**src/rtl/sram_port_arbiter.sv**
```systemverilog
// sram_port_arbiter
//   Shares one synchronous single-port SRAM between an instruction-fetch
//   requester and a data load/store requester. Data wins by default; a
//   starvation counter forces a pending fetch through after STARVE_MAX
//   consecutive denied cycles. One SRAM access per cycle, fully pipelined.
//   Read data returns one cycle after the grant, steered to the requester
//   that owned the read, with a one-cycle rvalid pulse.
//
// Ports
//   clk, reset          clock, synchronous active-high reset
//   inst_req/addr       fetch request (held until inst_gnt)
//   inst_gnt            fetch accepted this cycle
//   inst_rvalid/rdata   fetch read response
//   data_req/we/addr/wdata  data request (held until data_gnt)
//   data_gnt            data accepted this cycle (store completion ack)
//   data_rvalid/rdata   load read response
//   sram_en/we/addr/wdata   SRAM access, all zero when nothing is granted
//   sram_rdata          SRAM read data, valid the cycle after a read
module sram_port_arbiter #(
  parameter int ADDR_W     = 32,
  parameter int DATA_W     = 32,
  parameter int STARVE_MAX = 4
) (
  input  logic              clk,
  input  logic              reset,
  input  logic              inst_req,
  input  logic [ADDR_W-1:0] inst_addr,
  output logic              inst_gnt,
  output logic              inst_rvalid,
  output logic [DATA_W-1:0] inst_rdata,
  input  logic              data_req,
  input  logic              data_we,
  input  logic [ADDR_W-1:0] data_addr,
  input  logic [DATA_W-1:0] data_wdata,
  output logic              data_gnt,
  output logic              data_rvalid,
  output logic [DATA_W-1:0] data_rdata,
  output logic              sram_en,
  output logic              sram_we,
  output logic [ADDR_W-1:0] sram_addr,
  output logic [DATA_W-1:0] sram_wdata,
  input  logic [DATA_W-1:0] sram_rdata
);

  typedef enum logic [1:0] {IDLE, RD_I, RD_D} state_t;

  localparam logic [3:0] STARVE_LIM = 4'(STARVE_MAX);

  state_t     state_q, state_d;
  logic [3:0] starve_cnt_q, starve_cnt_d;
  logic       fetch_force;

  // Grants are held off while reset is asserted so nothing reaches the
  // SRAM and no response is launched from a request seen during reset.
  always_comb begin
    fetch_force = inst_req && (starve_cnt_q >= STARVE_LIM);
    data_gnt    = !reset && data_req && !fetch_force;
    inst_gnt    = !reset && inst_req && !data_gnt;
  end

  always_comb begin
    sram_en    = inst_gnt | data_gnt;
    sram_we    = data_gnt && data_we;
    sram_addr  = '0;
    sram_wdata = '0;
    if (data_gnt) begin
      sram_addr  = data_addr;
      sram_wdata = data_wdata;
    end else if (inst_gnt) begin
      sram_addr  = inst_addr;
    end
  end

  // Starvation counter: counts cycles a pending fetch loses to data.
  always_comb begin
    starve_cnt_d = starve_cnt_q;
    if (!inst_req || inst_gnt) begin
      starve_cnt_d = '0;
    end else if (data_gnt && (starve_cnt_q != 4'hf)) begin
      starve_cnt_d = starve_cnt_q + 4'd1;
    end
  end

  always_ff @(posedge clk) begin
    if (reset) begin
      starve_cnt_q <= '0;
    end else begin
      starve_cnt_q <= starve_cnt_d;
    end
  end

  // Response FSM: state register
  always_ff @(posedge clk) begin
    if (reset) begin
      state_q <= IDLE;
    end else begin
      state_q <= state_d;
    end
  end

  // Response FSM: next state follows this cycle's grant, from any state
  always_comb begin
    state_d = IDLE;
    if (inst_gnt) begin
      state_d = RD_I;
    end else if (data_gnt && !data_we) begin
      state_d = RD_D;
    end
  end

  // Response FSM: outputs. A read in flight when reset rises is dropped.
  always_comb begin
    inst_rvalid = (state_q == RD_I) && !reset;
    data_rvalid = (state_q == RD_D) && !reset;
    inst_rdata  = inst_rvalid ? sram_rdata : '0;
    data_rdata  = data_rvalid ? sram_rdata : '0;
  end

endmodule
```
**config.mk**
```make
export PLATFORM = sky130hd
export DESIGN_NAME = sram_port_arbiter
export DESIGN_NICKNAME = d
export VERILOG_FILES = /design/src/rtl/sram_port_arbiter.sv
export SDC_FILE = /design/constraint.sdc
export NUM_CORES = 1
export LEC_CHECK = 0
export BUFFER_PORTS_ARGS = -buffer_cell sky130_fd_sc_hd__buf_2
export CORE_AREA = 2 2 104 106
export CTS_BUF_LIST = sky130_fd_sc_hd__clkbuf_8
export DETAILED_ROUTE_END_ITERATION = 12
export DIE_AREA = 0 0 106 108
export PLACE_DENSITY = 0.45
export SLEW_MARGIN = 10
export SYNTH_ARGS = -nofsm -noshare
export SYNTH_HDL_FRONTEND = slang
export SYNTH_SLANG_ARGS = --single-unit
```
**constraint.sdc**
```tcl
create_clock -name clk -period 1.32 [get_ports clk]
set_input_delay 0.066 -clock clk [delete_from_list [all_inputs] [get_ports clk]]
set_output_delay 0.066 -clock clk [all_outputs]
set_load 0.05 [all_outputs]
```
# After elaboration in Yosys (flattened, before gate mapping)
# Cells that the tools add are included.
# totals
reg_bits	6
output_inout_bits	134
# op_classes
addsub	1
order_cmp	1
n_eq_ne	3
mux	7
bitwise_logic	1
reduce_logical	18
# ops
op	n
32-bit two-way mux	5
1-bit logical AND	10
1-bit logical NOT	5
4-bit by 1-bit adder with 4-bit output, second input constant	1
4-bit by 3-bit >= comparator with 1-bit output, second input constant	1
4-bit != test, second input constant	1
2-bit OR reduction	2
2-bit by 1-bit equality test with 1-bit output, second input constant	1
2-bit equality test, second input constant	1
2-bit two-way mux	1
1-bit logical OR	1
1-bit two-way mux	1
1-bit bitwise OR	1

# Longest topological paths before layout
# Gate-level depths: netlist (run 1).
# depth
depth_word	8
mapped_depth	5
mapped_depth_nobuf	3

# Worst setup path before layout (run 1)
# OpenSTA, ideal clock, no wires.
# synth_timing
path_kind	register -> output
from	register state_q[1]
to	output port data_rdata[22]
arrival_time_ns	1.511
setup_slack_ns	-0.257
path_stages_with_launch	4
n_path_buf	1
path_cell_list	dfxtp_1 -> nor3b_1 -> buf_2 -> and2_1
# synth_via
elab_chain_cells	3
# synth_rtl
item	line	text
from (decl)	49	state_t state_q, state_d;
from (signal assigned)	97	state_q <= state_d;
2-bit equality test	114	data_rvalid = (state_q == RD_D) && !reset;
1-bit logical AND	114	
via data_rvalid	36	output logic data_rvalid,
32-bit two-way mux	116	data_rdata = data_rvalid ? sram_rdata : '0;
to (decl)	37	output logic [DATA_W-1:0] data_rdata,
# The timed path passes the listed nets, and every way through them passes these cells.

# Final worst setup path (run 1)
# layout_timing
from	register starve_cnt_q[3]
to	output port sram_addr[12]
# layout_via
elab_chain_cells	8
# layout_rtl
item	line	text
from (decl)	50	logic [3:0] starve_cnt_q, starve_cnt_d;
from (signal assigned)	88	starve_cnt_q <= starve_cnt_d;
4-bit by 3-bit >= comparator with 1-bit output (*)	56	fetch_force = inst_req && (starve_cnt_q >= STARVE_LIM);
1-bit logical AND (*)	56	
1-bit logical NOT (*)	57	data_gnt = !reset && data_req && !fetch_force;
1-bit logical AND (*)	57	
1-bit logical NOT	58	inst_gnt = !reset && inst_req && !data_gnt;
1-bit logical AND	58	
32-bit two-way mux	69	end else if (inst_gnt) begin
32-bit two-way mux (*)	66	if (data_gnt) begin
to (decl)	40	output logic [ADDR_W-1:0] sram_addr,
# Every way passes the cells marked *; elsewhere a longest branch is shown, timed or not.

==> out/summary.txt, run 1 <==
Top cell type's share of synthesized area: 0.3289
Net Switching: 898.5 uW
CP Launch Point: starve_cnt_q[3]
PortBufs: 266
Seq pwr share: 0.101
Worst Setup End Kind: primary output
Crit Path Class: register to primary output
Post-CTS Hold Buffers: 0
Total CTS buffers: 3
Cell depth of the worst flop-to-flop path: 5
Vias in the first global route: 2,263
Clock-pin slew on the worst setup and hold paths: 30 ps
Min Tclk post-route: 1481 ps
Status: finished with violations
Internal power: 1026 uW
Starting Density: 0.1208
Yosys reg bits: 6
Worst R2R End: starve_cnt_q[2]
Layout cells sized above 1: 0.8904
Drt first pass iters: 4
Reg area: 125.1 sq um
Number of cells after detailed placement: 563
Crit path DAT: 1410 ps
Layout Nets: 583
Critical path required time: 1250 ps
Crit path launch type: register
Max Cap Viol: 0
Drt drc: 0
Post-Route Skew: 1.993 ps
Die area: 0.01145 sq mm
Clk pwr share: 0.139
Asr flop ratio synth: 0
Mapped Area: 0.001236 sq mm
Hold WC Path Type: primary input to register
GR Overflow Total: 0
Multi-input logic area: 0.001295 sq mm
Post-synth top flop: dfxtp_1
Routability cong.: 0.7148
Avg WL per Cell: 15.64 um
PnR worst setup slack: -161.0 ps
Longest Clk Path Bufs: 2
Synth warn: 0
Die Width: 106 um
Top post-synthesis cells by area: and2_1, a22o_1, and3_1
Initial antenna violation count: 0
Number of synthesized flops with an enable pin: 0
Min Hold Slack: 37.19 ps
Top post-synthesis cells by count: and2_1, and3_1, a22o_1
Final setup fails: 131
Post-layout util: 0.4283
Switching Fraction: 0.4668
Finished Layout Cells: 583
Syn_nets: 306
Hold Fails Final Rpt: 0
Via density: 4.182
Die extent in y: 108 um
Worst reg2reg startpoint: starve_cnt_q[3]
Clock Tree Root: clkbuf_8
Tot GR Track Use: 0.1254
# fillers: 1,001
First-pass GRT wire length: 11.57 mm
Pwr Density: 439.2 mW/mm^2
Synth Area per Inst: 7.187 sq um
Gate Count Post-Synth: 172
Drt total wl: 9.118 mm
Clock sink total: 6
Pleak: 0.002359 uW
Placement Setup Slack: -43.58 ps
IO Pins: 267
R2r setup slk: 220 ps
CTS tree: built
Logic gate share of total power: 0.761
CTS HTree Levels: 1
Clk_lat worst skew: 220 ps
Total number of vias: 2,438
Failing checks: negative setup slack
Synth area leader: and2_1
DRT iter0 DRCs: 76
Antenna cells: 0
Fmax: 0.6752 GHz
Yosys cell types: 21
Routed Antenna Nets: 0
Final Cycle Share: 1.122
Core Area: 0.01023 sq mm
Final slew viol count: 0
Worst Path Max Fanout: 17
RSZ-0062 raised after global routing: true
Most frequent cell after synthesis: and2_1
Register area share after synthesis: 0.09717
Peak VDD IR: 0.2521 mV
Cell row count: 37
Largest net degree at the start of global routing: 36
Dpl hpwl: 5.618 mm
Setup TNS: -13,850 ps
End of the critical path: sram_addr[12]
Area growth syn-to-layout: 254.5%
## metal layers
metal	up-vias	global-route usage	share of wire
met5	-	0	0
met4	0	0.02444	0.0030
met3	4	0.01929	0.063
met2	128	0.2567	0.58
met1	1144	0.1350	0.36
li1	1162	-	-
## registers in the layout (all words and copies together), names as in the netlist
name          flops
state_q           2
starve_cnt_q      4
## power by group through the flow
| stage | sequential, uW | clock [uW] | combinational (uW) |
|---|---|---|---|
| 6_report | 193 | 267 | 1460 |
| 5_1_grt | 194 | 284 | 1530 |
| 4_1_cts | 192 | 272 | 1310 |
| 3_5_place_dp | 194 | 0 | 1120 |
| 3_3_place_gp | 193 | 0 | 1110 |
| 2_1_floorplan | 193 | 0 | 749 |
## cell usage in the layout (no fill, tap or decap), types with 2 or more instances in the layout
cell type  count
a22o_4         7
and2_4        64
buf_6         34
a22o_2        22
dfxtp_2        4
buf_2        133
and3_1        33
buf_8         72
a22o_1         3
clkbuf_16      5
clkbuf_8       3
buf_4          5
dfxtp_1        2
nor3b_4        2
nor2_1         3
buf_16         4
buf_12         5
clkbuf_4      33
## kinds of logic (layout without fill, tap and decap cells)
logic type                 Yosys count  count (layout)  synth area share
buffers and inverters               19             294           0.08401
adders and majority gates            1               1           0.01012
other                                1               1          0.003034
AOI/OAI and AO/OA                   36              36            0.2530
and+or+nand+nor                    109             109            0.5526
DFF                                  6               6           0.09717
## critical path: stages (launching register included)
cell     delay (ps)
dfxtp_2         320
o21ai_2         160
and2_4          220
buf_12          160
a22o_2          170
buf_6           150
## stage by stage
stage | power, uW | cell area (sq um)
finish | 1925 | 4382
floorplan | 941.3 | 1405
detailed placement | 1309 | 2915
CTS | 1776 | 3623
global route | 2006 | 4382
global placement | 1299 | 2915
## how the worst min path moves through the flow
| stage | start | end | slack (ps) | depth (start not counted) |
|---|---|---|---|---|
| after floorplan | data_we | state_q[1] | 140 | 1 |
| after global placement | data_we | state_q[1] | 270 | 2 |
| after detailed placement | data_we | state_q[1] | 280 | 2 |
| after CTS | data_we | state_q[1] | 40 | 2 |
| after global routing | data_we | state_q[1] | 50 | 2 |
| final | data_we | state_q[1] | 40 | 2 |
## final cells by class
cell class / instances / share of cell area
clock buffer: 3 / 0.009423
sequential: 6 / 0.02856
tap: 136 / 0.03883
timing repair buffer: 291 / 0.6276
multi-input combinational: 147 / 0.2955
## timing repair
item	4_1_cts	5_1_grt
pin swaps	2	57
gates cloned	4	7
gates resized for setup	187	202
setup endpoints to repair	133	133
setup buffers	2	4
Note: power is estimated with default switching activity, not from simulation.
==> run 2: changes to the inputs <==
--- a/config.mk
+++ b/config.mk
@@ -5,12 +5,13 @@
 export SDC_FILE = /design/constraint.sdc
 export NUM_CORES = 1
 export LEC_CHECK = 0
+export ABC_AREA = 1
 export BUFFER_PORTS_ARGS = -buffer_cell sky130_fd_sc_hd__buf_2
 export CORE_AREA = 2 2 104 106
 export CTS_BUF_LIST = sky130_fd_sc_hd__clkbuf_8
 export DETAILED_ROUTE_END_ITERATION = 12
 export DIE_AREA = 0 0 106 108
-export PLACE_DENSITY = 0.45
+export PLACE_DENSITY = 0.46
 export SLEW_MARGIN = 10
 export SYNTH_ARGS = -nofsm -noshare
 export SYNTH_HDL_FRONTEND = slang
==> out/summary.txt, run 2 <==
GR Overflow Total: 0 (unchanged)
Die area: 0.01145 sq mm (unchanged)
Longest Clk Path Bufs: 2 (unchanged)
Worst Path Max Fanout: 4 (-13)
Max reg flops: 4 (unchanged)
Final Cycle Share: 1.108 (-0.01436)
R2r setup slk: 200 ps (-20 ps)
Crit path launch type: register
Via density: 4.160 (-0.52%)
Clock Tree Root: clkbuf_8
Post-CTS Hold Buffers: 0 (unchanged)
Yosys reg bits: 6 (unchanged)
Largest register by flop count: starve_cnt_q
Most common cell after layout, fill and taps aside: buf_2
Dpl hpwl: 6.473 mm (+15%)
Routed Antenna Nets: 0 (unchanged)
Starting Density: 0.1383 (+0.01749)
Hold depth: 2 (unchanged)
Drt first pass iters: 4 (unchanged)
Worst reg2reg startpoint: starve_cnt_q[2]
Status: finished with violations
Synth Area per Inst: 4.478 sq um (-38%)
Yosys cell types: 14 (-33%)
Initial antenna violation count: 0 (unchanged)
Top post-synthesis cells by count: nor2_1, inv_1, nand3_1
Area growth syn-to-layout: 264.1%
Core Area: 0.01023 sq mm (unchanged)
Clock sink total: 6 (unchanged)
Clk_lat worst skew: 220 ps (about the same)
Die extent in y: 108 um (unchanged)
Layout Nets: 731 (+25%)
Clock-pin slew on the worst setup and hold paths: 40 ps (about the same)
Top post-synthesis cells by area: nor2_1, nand3_1, inv_1
Mapped Area: 0.001415 sq mm (+14%)
Most frequent cell after synthesis: nor2_1
Hold Startpoint: data_we
Cell row count: 37 (unchanged)
Post-Route Skew: 1.555 ps (-0.4385 ps)
Min Tclk post-route: 1462 ps (-18.95 ps)
RSZ-0062 raised after global routing: true
Cell depth of the worst flop-to-flop path: 6 (+1)
Final instance area: 0.005152 sq mm (+18%)
Largest regs: starve_cnt_q: 4 flops, state_q: 2 flops
Syn_nets: 450 (+47%)
Asr flop ratio synth: 0 (unchanged)
Hold WC Path Type: primary input to register
PortBufs: 266 (unchanged)
Number of cells after detailed placement: 710 (+26%)
Peak VDD IR: 0.2321 mV (-7.9%)
Finished Layout Cells: 731 (+25%)
Placed instance area: 0.003316 sq mm (+14%)
Synth area leader: nor2_1
Drt drc: 0 (unchanged)
Largest net degree at the start of global routing: 42 (+17%)
Crit path DAT: 1400 ps (about the same)
Antenna cells: 0 (unchanged)
Layout cells sized above 1: 0.7445 (-0.1458)
Final slew viol count: 0 (unchanged)
Post-synth top flop: dfxtp_1
DRT iter0 DRCs: 122 (+61%)
Total number of vias: 3,041 (+25%)
Routability cong.: 0.7740 (+8.3%)
Min Hold Slack: 21.30 ps (-15.88 ps)
IO Pins: 267 (unchanged)
Max Cap Viol: 0 (unchanged)
Power Total: 2220 uW (+15%)
Crit Path Class: register to primary output
First-pass GRT wire length: 13.16 mm (+14%)
Final setup fails: 116 (-11%)
Avg WL per Cell: 13.66 um (-13%)
Total CTS buffers: 3 (unchanged)
Placement Setup Slack: -2.034 ps (+41.54 ps)
Register area share after synthesis: 0.08488 (-0.01229)
Top cell type's share of synthesized area: 0.2785 (-0.05043)
Die Width: 106 um (unchanged)
CTS HTree Levels: 1 (unchanged)
Worst R2R End: state_q[0]
Gate Count Post-Synth: 316 (+84%)
CTS tree: built
WHS Endpoint: state_q[1]
Drt total wl: 9.985 mm (+9.5%)
Vias in the first global route: 2,877 (+27%)
Fmax: 0.6840 GHz (+1.3%)
Tot GR Track Use: 0.1384 (+0.01302)
PnR worst setup slack: -142.0 ps (+18.95 ps)
Worst Setup End Kind: primary output
Synth warn: 0 (unchanged)
Pleak: 0.002673 uW (+13%)
Failing checks: negative setup slack
Number of synthesized flops with an enable pin: 0 (unchanged)
Critical path required time: 1250 ps (about the same)
Most frequent cells in the layout: buf_2, buf_6, nor2_4, inv_1, nand3_1
Pwr Density: 430.8 mW/mm^2 (-1.9%)
Hold Fails Final Rpt: 0 (unchanged)
-- run 2: cell count changes after synthesis, sizes merged, moves of 2 or more --
cell | before | now
a21oi | 2 | 0
a22o | 32 | 0
and2 | 65 | 0
and3 | 33 | 0
clkbuf | 10 | 14
inv | 0 | 74
nand2 | 0 | 37
nand3 | 1 | 67
nor2 | 4 | 106
nor2b | 2 | 0
nor3b | 2 | 0
-- run 2: cells by family after synthesis --
family | Yosys count | synth area share
buffers and inverters | 96 | 0.2661
other | 1 | 0.002650
AO/OA/AOI/OAI | 1 | 0.01150
AND/OR/NAND/NOR | 210 | 0.6198
XOR/XNOR | 1 | 0.006190
flip-flops | 6 | 0.08488
adder cells (fa/ha/maj) | 1 | 0.008840
-- run 2: how the worst max path moves through the flow --
stage,start,to,cells after the start
2_1_floorplan,starve_cnt_q[3],sram_wdata[23],4
3_3_place_gp,starve_cnt_q[3],sram_addr[19],6
3_5_place_dp,starve_cnt_q[3],sram_addr[24],5
4_1_cts,starve_cnt_q[3],sram_addr[5],6
5_1_grt,starve_cnt_q[2],sram_addr[5],6
6_report,starve_cnt_q[2],sram_addr[5],6
-- run 2: final cells by class --
cell class | count | area [sq um]
multi-input combinational | 214 | 1695
sequential | 6 | 125.1
inverter | 74 | 282.8
timing repair buffer | 298 | 2838
tap | 136 | 170.2
fill | 939 | 5079
clock buffer | 3 | 41.29
-- run 2: critical path, cell delays in order, from the launching register on --
cell and delay (ps):
dfxtp_2 320, o21ai_4 170, nand2_4 110, bufbuf_16 280, nand3_1 70, nand2_2 70
buf_8 150
-- run 2: per-stage QoR --
| stage | TNS [ps] | util |
|---|---|---|
| global route | -15550 | 0.5036 |
| CTS | -7618 | 0.4099 |
| floorplan | -7493 | - |
| detailed placement | -2.034 | 0.3241 |
| global placement | 0 | 0.3241 |
| finish | -7648 | 0.5036 |
-- run 2: what timing repair did --
item                       4_1_cts  5_1_grt
buffers inserted                 8        1
pin swaps                        0        4
gates resized for setup        224      238
gates cloned                     2        7
hold endpoints to repair         0        0
setup endpoints to repair      102      133
-- run 2: where the power goes --
part | total, uW | switching, uW | internal (uW)
clock network | 270 | 74.3 | 196
registers | 194 | 4.90 | 189
logic | 1760 | 1060 | 692
-- run 2: metal layers --
layer	vias up	GRT usage	part of all wire
met4	0	0.04041	0.026
met3	12	0.02411	0.075
met2	161	0.2871	0.57
met1	1385	0.1392	0.32
met5	-	0	0
li1	1483	-	-
